[src/rtl/op_issuer_if.sv]
// op_issuer_if: bundle of all handshake and memory-port signals of op_issuer.
//   Command   : cmd_valid/cmd_ready plus latched fields cmd_meta, cmd_words,
//               cmd_has_B, cmd_has_scalar, cmd_scalar.
//   Operands  : in_valid/in_ready/in_data (all of A, then all of B).
//   Results   : out_valid/out_ready/out_data.
//   Memory    : mem_read, mem_write, mem_addr, mem_wdata, mem_rdata (rdata
//               valid the cycle after mem_read).
//   Status    : busy, done.
// Modport master is the issuer; modport slave is the host plus memory side.
interface op_issuer_if #(
  parameter int ADDR_WIDTH = 16,
  parameter int WORD_WIDTH = 64
);
  logic                  cmd_valid;
  logic                  cmd_ready;
  logic [WORD_WIDTH-1:0] cmd_meta;
  logic [ADDR_WIDTH-1:0] cmd_words;
  logic                  cmd_has_B;
  logic                  cmd_has_scalar;
  logic [WORD_WIDTH-1:0] cmd_scalar;

  logic                  in_valid;
  logic                  in_ready;
  logic [WORD_WIDTH-1:0] in_data;

  logic                  out_valid;
  logic                  out_ready;
  logic [WORD_WIDTH-1:0] out_data;

  logic                  mem_read;
  logic                  mem_write;
  logic [ADDR_WIDTH-1:0] mem_addr;
  logic [WORD_WIDTH-1:0] mem_wdata;
  logic [WORD_WIDTH-1:0] mem_rdata;

  logic                  busy;
  logic                  done;

  modport master (
    input  cmd_valid, cmd_meta, cmd_words, cmd_has_B, cmd_has_scalar, cmd_scalar,
    input  in_valid, in_data, out_ready, mem_rdata,
    output cmd_ready, in_ready, out_valid, out_data,
    output mem_read, mem_write, mem_addr, mem_wdata, busy, done
  );

  modport slave (
    output cmd_valid, cmd_meta, cmd_words, cmd_has_B, cmd_has_scalar, cmd_scalar,
    output in_valid, in_data, out_ready, mem_rdata,
    input  cmd_ready, in_ready, out_valid, out_data,
    input  mem_read, mem_write, mem_addr, mem_wdata, busy, done
  );
endinterface

[src/rtl/op_issuer.sv]
// op_issuer: host-side initiator for the matrix-engine mailbox.
// Accepts one command, stores operand A (and optionally B and a scalar) in
// shared memory, posts the op/meta word, polls that word until the compute
// engine clears it, then streams the result words out and pulses done.
// Ports:
//   clock  - rising-edge clock
//   reset  - asynchronous, active-high
//   bus    - op_issuer_if.master: command, operand stream, result stream,
//            single memory port (one access per cycle), busy/done status.
module op_issuer #(
  parameter int                    ADDR_WIDTH  = 16,
  parameter int                    WORD_WIDTH  = 64,
  parameter logic [ADDR_WIDTH-1:0] OP_ADDR     = 'h0000,
  parameter logic [ADDR_WIDTH-1:0] SCALAR_ADDR = 'h0001,
  parameter logic [ADDR_WIDTH-1:0] DATAA_ADDR  = 'h0100,
  parameter logic [ADDR_WIDTH-1:0] DATAB_ADDR  = 'h0200,
  parameter logic [ADDR_WIDTH-1:0] RES_ADDR    = 'h0300,
  parameter int                    POLL_GAP    = 4
) (
  input logic          clock,
  input logic          reset,
  op_issuer_if.master  bus
);

  // WAIT_GAP reuses the word counter as its idle-cycle counter.
  localparam logic [ADDR_WIDTH-1:0] GAP_LAST = ADDR_WIDTH'(POLL_GAP - 1);

  typedef enum logic [3:0] {
    IDLE,
    LOAD_A,
    LOAD_B,
    LOAD_SCALAR,
    POST_OP,
    POLL_REQ,
    POLL_CHK,
    WAIT_GAP,
    DRAIN_REQ,
    DRAIN_CAP,
    DRAIN_OUT,
    DONE
  } state_t;

  state_t                state, state_nx;
  logic [ADDR_WIDTH-1:0] cnt, cnt_nx;
  logic [WORD_WIDTH-1:0] out_data_q;

  // Latched command fields
  logic [WORD_WIDTH-1:0] meta_q;
  logic [WORD_WIDTH-1:0] scalar_q;
  logic [ADDR_WIDTH-1:0] words_q;
  logic                  has_b_q;
  logic                  has_scalar_q;

  logic                  accept;
  logic                  capture;
  logic                  last;

  logic                  cmd_ready;
  logic                  in_ready;
  logic                  out_valid;
  logic                  mem_read;
  logic                  mem_write;
  logic [ADDR_WIDTH-1:0] mem_addr;
  logic [WORD_WIDTH-1:0] mem_wdata;
  logic                  done;

  assign last = (cnt == (words_q - 1'b1));

  always_ff @(posedge clock or posedge reset) begin
    if (reset) begin
      state      <= IDLE;
      cnt        <= '0;
      out_data_q <= '0;
    end else begin
      state <= state_nx;
      cnt   <= cnt_nx;
      if (capture) out_data_q <= bus.mem_rdata;
    end
  end

  // Command fields only matter after acceptance, so they carry no reset.
  always_ff @(posedge clock) begin
    if (accept) begin
      meta_q       <= bus.cmd_meta;
      scalar_q     <= bus.cmd_scalar;
      words_q      <= bus.cmd_words;
      has_b_q      <= bus.cmd_has_B;
      has_scalar_q <= bus.cmd_has_scalar;
    end
  end

  always_comb begin
    state_nx  = state;
    cnt_nx    = cnt;
    accept    = 1'b0;
    capture   = 1'b0;
    cmd_ready = 1'b0;
    in_ready  = 1'b0;
    out_valid = 1'b0;
    mem_read  = 1'b0;
    mem_write = 1'b0;
    mem_addr  = '0;
    mem_wdata = '0;
    done      = 1'b0;

    case (state)
      IDLE: begin
        cmd_ready = 1'b1;
        if (bus.cmd_valid) begin
          accept   = 1'b1;
          cnt_nx   = '0;
          // A zero-length command finishes without touching memory.
          state_nx = (bus.cmd_words == '0) ? DONE : LOAD_A;
        end
      end

      LOAD_A: begin
        in_ready = 1'b1;
        if (bus.in_valid) begin
          mem_write = 1'b1;
          mem_addr  = DATAA_ADDR + cnt;
          mem_wdata = bus.in_data;
          if (last) begin
            cnt_nx = '0;
            if (has_b_q)           state_nx = LOAD_B;
            else if (has_scalar_q) state_nx = LOAD_SCALAR;
            else                   state_nx = POST_OP;
          end else begin
            cnt_nx = cnt + 1'b1;
          end
        end
      end

      LOAD_B: begin
        in_ready = 1'b1;
        if (bus.in_valid) begin
          mem_write = 1'b1;
          mem_addr  = DATAB_ADDR + cnt;
          mem_wdata = bus.in_data;
          if (last) begin
            cnt_nx   = '0;
            state_nx = has_scalar_q ? LOAD_SCALAR : POST_OP;
          end else begin
            cnt_nx = cnt + 1'b1;
          end
        end
      end

      LOAD_SCALAR: begin
        mem_write = 1'b1;
        mem_addr  = SCALAR_ADDR;
        mem_wdata = scalar_q;
        cnt_nx    = '0;
        state_nx  = POST_OP;
      end

      // The op word goes last so the engine never sees a half-loaded job.
      POST_OP: begin
        mem_write = 1'b1;
        mem_addr  = OP_ADDR;
        mem_wdata = meta_q;
        cnt_nx    = '0;
        state_nx  = POLL_REQ;
      end

      POLL_REQ: begin
        mem_read = 1'b1;
        mem_addr = OP_ADDR;
        state_nx = POLL_CHK;
      end

      POLL_CHK: begin
        cnt_nx   = '0;
        state_nx = (bus.mem_rdata == '0) ? DRAIN_REQ : WAIT_GAP;
      end

      WAIT_GAP: begin
        if (cnt == GAP_LAST) begin
          cnt_nx   = '0;
          state_nx = POLL_REQ;
        end else begin
          cnt_nx = cnt + 1'b1;
        end
      end

      DRAIN_REQ: begin
        mem_read = 1'b1;
        mem_addr = RES_ADDR + cnt;
        state_nx = DRAIN_CAP;
      end

      DRAIN_CAP: begin
        capture  = 1'b1;
        state_nx = DRAIN_OUT;
      end

      DRAIN_OUT: begin
        out_valid = 1'b1;
        if (bus.out_ready) begin
          if (last) begin
            cnt_nx   = '0;
            state_nx = DONE;
          end else begin
            cnt_nx   = cnt + 1'b1;
            state_nx = DRAIN_REQ;
          end
        end
      end

      DONE: begin
        done     = 1'b1;
        cnt_nx   = '0;
        state_nx = IDLE;
      end

      default: begin
        cnt_nx   = '0;
        state_nx = IDLE;
      end
    endcase
  end

  assign bus.cmd_ready = cmd_ready;
  assign bus.in_ready  = in_ready;
  assign bus.out_valid = out_valid;
  assign bus.out_data  = out_data_q;
  assign bus.mem_read  = mem_read;
  assign bus.mem_write = mem_write;
  assign bus.mem_addr  = mem_addr;
  assign bus.mem_wdata = mem_wdata;
  assign bus.busy      = (state != IDLE);
  assign bus.done      = done;

endmodule
[src/flat_wrapper.sv]
// flat-port wrapper written by rule: the top's interface ports become plain ports
module op_issuer_flat 
#(
  parameter int                    ADDR_WIDTH  = 16,
  parameter int                    WORD_WIDTH  = 64,
  parameter logic [ADDR_WIDTH-1:0] OP_ADDR     = 'h0000,
  parameter logic [ADDR_WIDTH-1:0] SCALAR_ADDR = 'h0001,
  parameter logic [ADDR_WIDTH-1:0] DATAA_ADDR  = 'h0100,
  parameter logic [ADDR_WIDTH-1:0] DATAB_ADDR  = 'h0200,
  parameter logic [ADDR_WIDTH-1:0] RES_ADDR    = 'h0300,
  parameter int                    POLL_GAP    = 4
)
  (clock, reset, bus_cmd_valid, bus_cmd_meta, bus_cmd_words, bus_cmd_has_B, bus_cmd_has_scalar, bus_cmd_scalar, bus_in_valid, bus_in_data, bus_out_ready, bus_mem_rdata, bus_cmd_ready, bus_in_ready, bus_out_valid, bus_out_data, bus_mem_read, bus_mem_write, bus_mem_addr, bus_mem_wdata, bus_busy, bus_done);
  op_issuer_if #(.ADDR_WIDTH(ADDR_WIDTH), .WORD_WIDTH(WORD_WIDTH)) bus_i ();
  input logic clock;
  input logic reset;
  input wire logic [$bits(bus_i.cmd_valid)-1:0] bus_cmd_valid;
  input wire logic [$bits(bus_i.cmd_meta)-1:0] bus_cmd_meta;
  input wire logic [$bits(bus_i.cmd_words)-1:0] bus_cmd_words;
  input wire logic [$bits(bus_i.cmd_has_B)-1:0] bus_cmd_has_B;
  input wire logic [$bits(bus_i.cmd_has_scalar)-1:0] bus_cmd_has_scalar;
  input wire logic [$bits(bus_i.cmd_scalar)-1:0] bus_cmd_scalar;
  input wire logic [$bits(bus_i.in_valid)-1:0] bus_in_valid;
  input wire logic [$bits(bus_i.in_data)-1:0] bus_in_data;
  input wire logic [$bits(bus_i.out_ready)-1:0] bus_out_ready;
  input wire logic [$bits(bus_i.mem_rdata)-1:0] bus_mem_rdata;
  output wire logic [$bits(bus_i.cmd_ready)-1:0] bus_cmd_ready;
  output wire logic [$bits(bus_i.in_ready)-1:0] bus_in_ready;
  output wire logic [$bits(bus_i.out_valid)-1:0] bus_out_valid;
  output wire logic [$bits(bus_i.out_data)-1:0] bus_out_data;
  output wire logic [$bits(bus_i.mem_read)-1:0] bus_mem_read;
  output wire logic [$bits(bus_i.mem_write)-1:0] bus_mem_write;
  output wire logic [$bits(bus_i.mem_addr)-1:0] bus_mem_addr;
  output wire logic [$bits(bus_i.mem_wdata)-1:0] bus_mem_wdata;
  output wire logic [$bits(bus_i.busy)-1:0] bus_busy;
  output wire logic [$bits(bus_i.done)-1:0] bus_done;
  assign bus_i.cmd_valid = bus_cmd_valid;
  assign bus_i.cmd_meta = bus_cmd_meta;
  assign bus_i.cmd_words = bus_cmd_words;
  assign bus_i.cmd_has_B = bus_cmd_has_B;
  assign bus_i.cmd_has_scalar = bus_cmd_has_scalar;
  assign bus_i.cmd_scalar = bus_cmd_scalar;
  assign bus_i.in_valid = bus_in_valid;
  assign bus_i.in_data = bus_in_data;
  assign bus_i.out_ready = bus_out_ready;
  assign bus_i.mem_rdata = bus_mem_rdata;
  assign bus_cmd_ready = bus_i.cmd_ready;
  assign bus_in_ready = bus_i.in_ready;
  assign bus_out_valid = bus_i.out_valid;
  assign bus_out_data = bus_i.out_data;
  assign bus_mem_read = bus_i.mem_read;
  assign bus_mem_write = bus_i.mem_write;
  assign bus_mem_addr = bus_i.mem_addr;
  assign bus_mem_wdata = bus_i.mem_wdata;
  assign bus_busy = bus_i.busy;
  assign bus_done = bus_i.done;
  op_issuer #(.ADDR_WIDTH(ADDR_WIDTH), .WORD_WIDTH(WORD_WIDTH), .OP_ADDR(OP_ADDR), .SCALAR_ADDR(SCALAR_ADDR), .DATAA_ADDR(DATAA_ADDR), .DATAB_ADDR(DATAB_ADDR), .RES_ADDR(RES_ADDR), .POLL_GAP(POLL_GAP)) u_core (.clock(clock), .reset(reset), .bus(bus_i));
endmodule
[config.mk]
export PLATFORM = sky130hd
export DESIGN_NAME = op_issuer_flat
export DESIGN_NICKNAME = d
export VERILOG_FILES = /design/src/rtl/op_issuer_if.sv /design/src/rtl/op_issuer.sv /design/src/flat_wrapper.sv
export SDC_FILE = /design/constraint.sdc
export NUM_CORES = 1
export LEC_CHECK = 0
export CAP_MARGIN = 20
export CELL_PAD_IN_SITES_DETAIL_PLACEMENT = 0
export CELL_PAD_IN_SITES_GLOBAL_PLACEMENT = 1
export CORE_ASPECT_RATIO = 0.6
export CORE_MARGIN = 2
export CORE_UTILIZATION = 37
export CTS_BUF_LIST = sky130_fd_sc_hd__clkbuf_8
export CTS_CLUSTER_SIZE = 30
export DETAILED_ROUTE_END_ITERATION = 6
export PLACE_DENSITY = 0.95
export SLEW_MARGIN = 30
export SYNTH_ARGS = -nofsm -noshare
export SYNTH_HDL_FRONTEND = slang
export SYNTH_SLANG_ARGS = --single-unit
[constraint.sdc]
create_clock -name clock -period 11.25 [get_ports clock]
set_input_delay 2.25 -clock clock [delete_from_list [all_inputs] [get_ports clock]]
set_output_delay 2.25 -clock clock [all_outputs]
set_load 0.05 [all_outputs]
==> qor.txt <==
Post-CTS Repair Setup Buffers: 0
Synth warnings: 0
Port buffer count: 429
Actual transition at the worst max-transition pin: 0.8823 ns
Worst setup SP type: primary input
Remaining max-slew budget at the tightest pin: 0.4063
Residual DRC count: 14
H-tree level count: 2
Highest ir drop seen on vdd: 0.1884 mV
Critical register-to-register path startpoint: u_core.words_q[0]
Total Negative Setup Slacks: 0 ns
Vias in the first global route: 8,612
GRT Total Usage: 0.2298
Worst slack after detailed placement: 4.073 ns
Highest metal layer used by the detailed router: met5
Total of hold buffers inserted after clock tree synthesis: 0
Clock latency on the worst-skew pair: 0.55 ns
Pin count of the biggest net entering global routing: 79
Worst path required time: 9.00 ns
Final Instance Area: 15,630 um^2
Die span in x: 218.5 um
Worst flop-to-flop path endpoint: u_core.cnt[6]
Overall routed net length: 33,910 um
Final setup violation count: 0
IO Count: 430
Effective utilization at floorplan: 0.3736
Leftover overflow at the end of global routing: 0
Crit path kind: in -> out
Core area: 27,350 um^2
Clock sink count: 230
Power per unit of standard cell area: 238.2 nW/um^2
RSZ-0062 raised after global routing: false
Synth Register Bits: 230
Final slew viol count: 0
Max-cap viol count: 0
Net count after synthesis: 1,062
Signed area change from the synthesized netlist to the final layout: 52.93%
Via count: 8,444
Hold Path Stages: 1
RD Place Congestion: 0.8968
Avg WL per Cell: 21.13 um
Number of search-and-repair iterations in the first detailed-routing pass: 7
Initial antenna violation count: 7
Area of the die: 29,000 um^2
Type of the tightest min-delay check: reg -> reg
Fin Hold WS: 0.5062 ns
Critical path endpoint category: output pin
Number of distinct library cell variants in the gate-level netlist after synthesis: 56
Crit path arrival time: 4.96 ns
Routed met1 length: 14,060 um
Clock transition at the registers of the reported paths: 0.06 ns
Setup skew after layout: 0.04173 ns
Post-layout worst setup margin: 4.039 ns
Final Hold Viols: 0
Drt initial violations: 865
Violations in the final reports: DRC
Worst setup slack for register-to-register paths: 7.69 ns
Clock root buffer: sky130_fd_sc_hd__clkbuf_8
Routed met3 length: 3334 um
CP max FO: 62
Number of buffers between clock root and the deepest sink: 3
Antenna violation net count after detailed routing: 0
DR WL met2: 15,730 um
Synthesized area divided by synthesized cell count: 13.17 um^2
Highest achievable clock rate: 138.7 MHz
Floorplan row count: 47
Fraction of synthesis flops using an asynchronous set or reset pin: 0.3652
CTS tree: yes
Number of vias per cell after detailed routing: 5.261
Number of enable flip-flop cells after synthesis: 146
Overall die height: 132.7 um
Detailed-placement wirelength estimate: 25,240 um
Worst Hold Endpoint: u_core.bus.out_data[10]
Flip-flop cell with the highest count after synthesis: sky130_fd_sc_hd__edfxtp_1
Post-CTS sizing: 0
Leakage: 6.270 nW
Clock period minus final worst setup slack: 7.211 ns
Fraction of layout instances using a drive strength above 1: 0.1126
Placement-stage cell area: 14,850 um^2
Result of the run: finished, violations left
Number of standard cells after synthesis: 776
Clock buffers created by TritonCTS: 37
Wire length of the first global-routing pass: 50,890 um
Start point of the worst min-delay path: u_core.bus.out_data[10]
Nets: 1,492
Final Cycle Share: 0.6410
Share of the yosys chip area belonging to registers: 0.6348
Worst r2r path cells: 11
Mapped cell area: 10,220 um^2
## layout by cell type, fill, tap and decap left out, types with 14 or more instances in the layout
master,n
sky130_fd_sc_hd__clkdlybuf4s50_1,429
sky130_fd_sc_hd__edfxtp_1,146
sky130_fd_sc_hd__inv_1,84
sky130_fd_sc_hd__dfrtp_1,84
sky130_fd_sc_hd__mux2_2,66
sky130_fd_sc_hd__a222oi_1,65
sky130_fd_sc_hd__clkbuf_8,42
sky130_fd_sc_hd__nor2_1,34
sky130_fd_sc_hd__nand2_1,28
sky130_fd_sc_hd__nor4_1,25
sky130_fd_sc_hd__nor3_1,14
sky130_fd_sc_hd__a21o_1,14
## cells in the mapped netlist, types with 10 or more instances
cell type,number,share of area
sky130_fd_sc_hd__inv_1,74,0.027
sky130_fd_sc_hd__nor3_1,16,0.0078
sky130_fd_sc_hd__xnor2_1,10,0.0086
sky130_fd_sc_hd__nor3b_1,12,0.0088
sky130_fd_sc_hd__nand4_1,10,0.0061
sky130_fd_sc_hd__xor2_1,12,0.010
sky130_fd_sc_hd__o21ai_1,10,0.0049
sky130_fd_sc_hd__clkbuf_1,40,0.015
sky130_fd_sc_hd__nor4_1,25,0.015
sky130_fd_sc_hd__edfxtp_1,146,0.43
sky130_fd_sc_hd__nand2_1,28,0.010
sky130_fd_sc_hd__nor2_1,35,0.013
sky130_fd_sc_hd__and3_1,10,0.0061
sky130_fd_sc_hd__dfrtp_1,84,0.21
sky130_fd_sc_hd__a222oi_1,65,0.064
sky130_fd_sc_hd__mux2_2,66,0.073
sky130_fd_sc_hd__o21ai_0,12,0.0059
sky130_fd_sc_hd__nand3_1,10,0.0049
sky130_fd_sc_hd__a21o_1,14,0.010
## final cells by class
class                           count  area, um^2
Antenna cell                        3       7.507
Clock inverter                     26       150.1
Sequential cell                   230        6486
Tap cell                          367       459.2
Inverter                           74       279.0
Fill cell                        2248       11720
Clock buffer                       42       578.1
Multi-Input combinational cell    426        3283
Timing Repair Buffer              437        4382
## worst max-delay path, cell delays in order
cell,delay [ns]
sky130_fd_sc_hd__clkdlybuf4s50_1,0.55
sky130_fd_sc_hd__and2_2,0.25
sky130_fd_sc_hd__buf_4,0.61
sky130_fd_sc_hd__a222oi_1,0.31
sky130_fd_sc_hd__inv_1,0.14
sky130_fd_sc_hd__clkdlybuf4s50_1,0.82
## kinds of logic after synthesis
kind of cell,synth area share
AND/OR/NAND/NOR,0.09589
adder cells (fa/ha/maj),0.008572
AO/OA/AOI/OAI,0.1203
XOR/XNOR,0.01886
flip-flops,0.6348
buffers and inverters,0.04592
multiplexers,0.07568
## through the flow
stage | utilization | total power, mW | cells
after CTS | 0.5696 | 3.736 | 1600
after detailed placement | 0.5429 | 3.003 | 1532
after global routing | 0.5714 | 3.885 | 1605
after global placement | 0.5429 | 2.974 | 1532
final | 0.5714 | 3.721 | 1605
after floorplan | - | 2.359 | 776
## state kept, by name (all words and copies together) (netlist names)
signal,count
u_core.bus.out_data,64
u_core.state,4
u_core.scalar_q,64
u_core.cnt,16
u_core.has_scalar_q,1
u_core.words_q,16
u_core.meta_q,64
u_core.has_b_q,1
## power by group
| group | switching, mW | leakage [nW] | internal, mW |
|---|---|---|---|
| Clock | 0.348 | 0.421 | 0.371 |
| Combinational | 1.21 | 3.40 | 0.647 |
| Sequential | 0.0912 | 2.45 | 1.05 |
## per-layer routing
metal / vias up / global-route usage
met5: - / 0
met4: 6 / 0.07218
met1: 4122 / 0.3051
li1: 3875 / -
met3: 56 / 0.08161
met2: 385 / 0.3525
## how the worst max path moves through the flow
stage | from | endpoint | slack [ns] | cells past startpoint
6_report | bus_in_valid | bus_mem_wdata[54] | 4.04 | 6
5_1_grt | bus_in_valid | bus_mem_wdata[54] | 3.99 | 6
2_1_floorplan | bus_cmd_valid | u_core.has_b_q | 5.14 | 1
3_5_place_dp | bus_in_valid | bus_mem_wdata[54] | 4.07 | 6
4_1_cts | bus_in_valid | bus_mem_wdata[54] | 4.06 | 6
3_3_place_gp | bus_in_valid | bus_mem_wdata[54] | 4.15 | 6
Power figures use the tool's default switching activity.
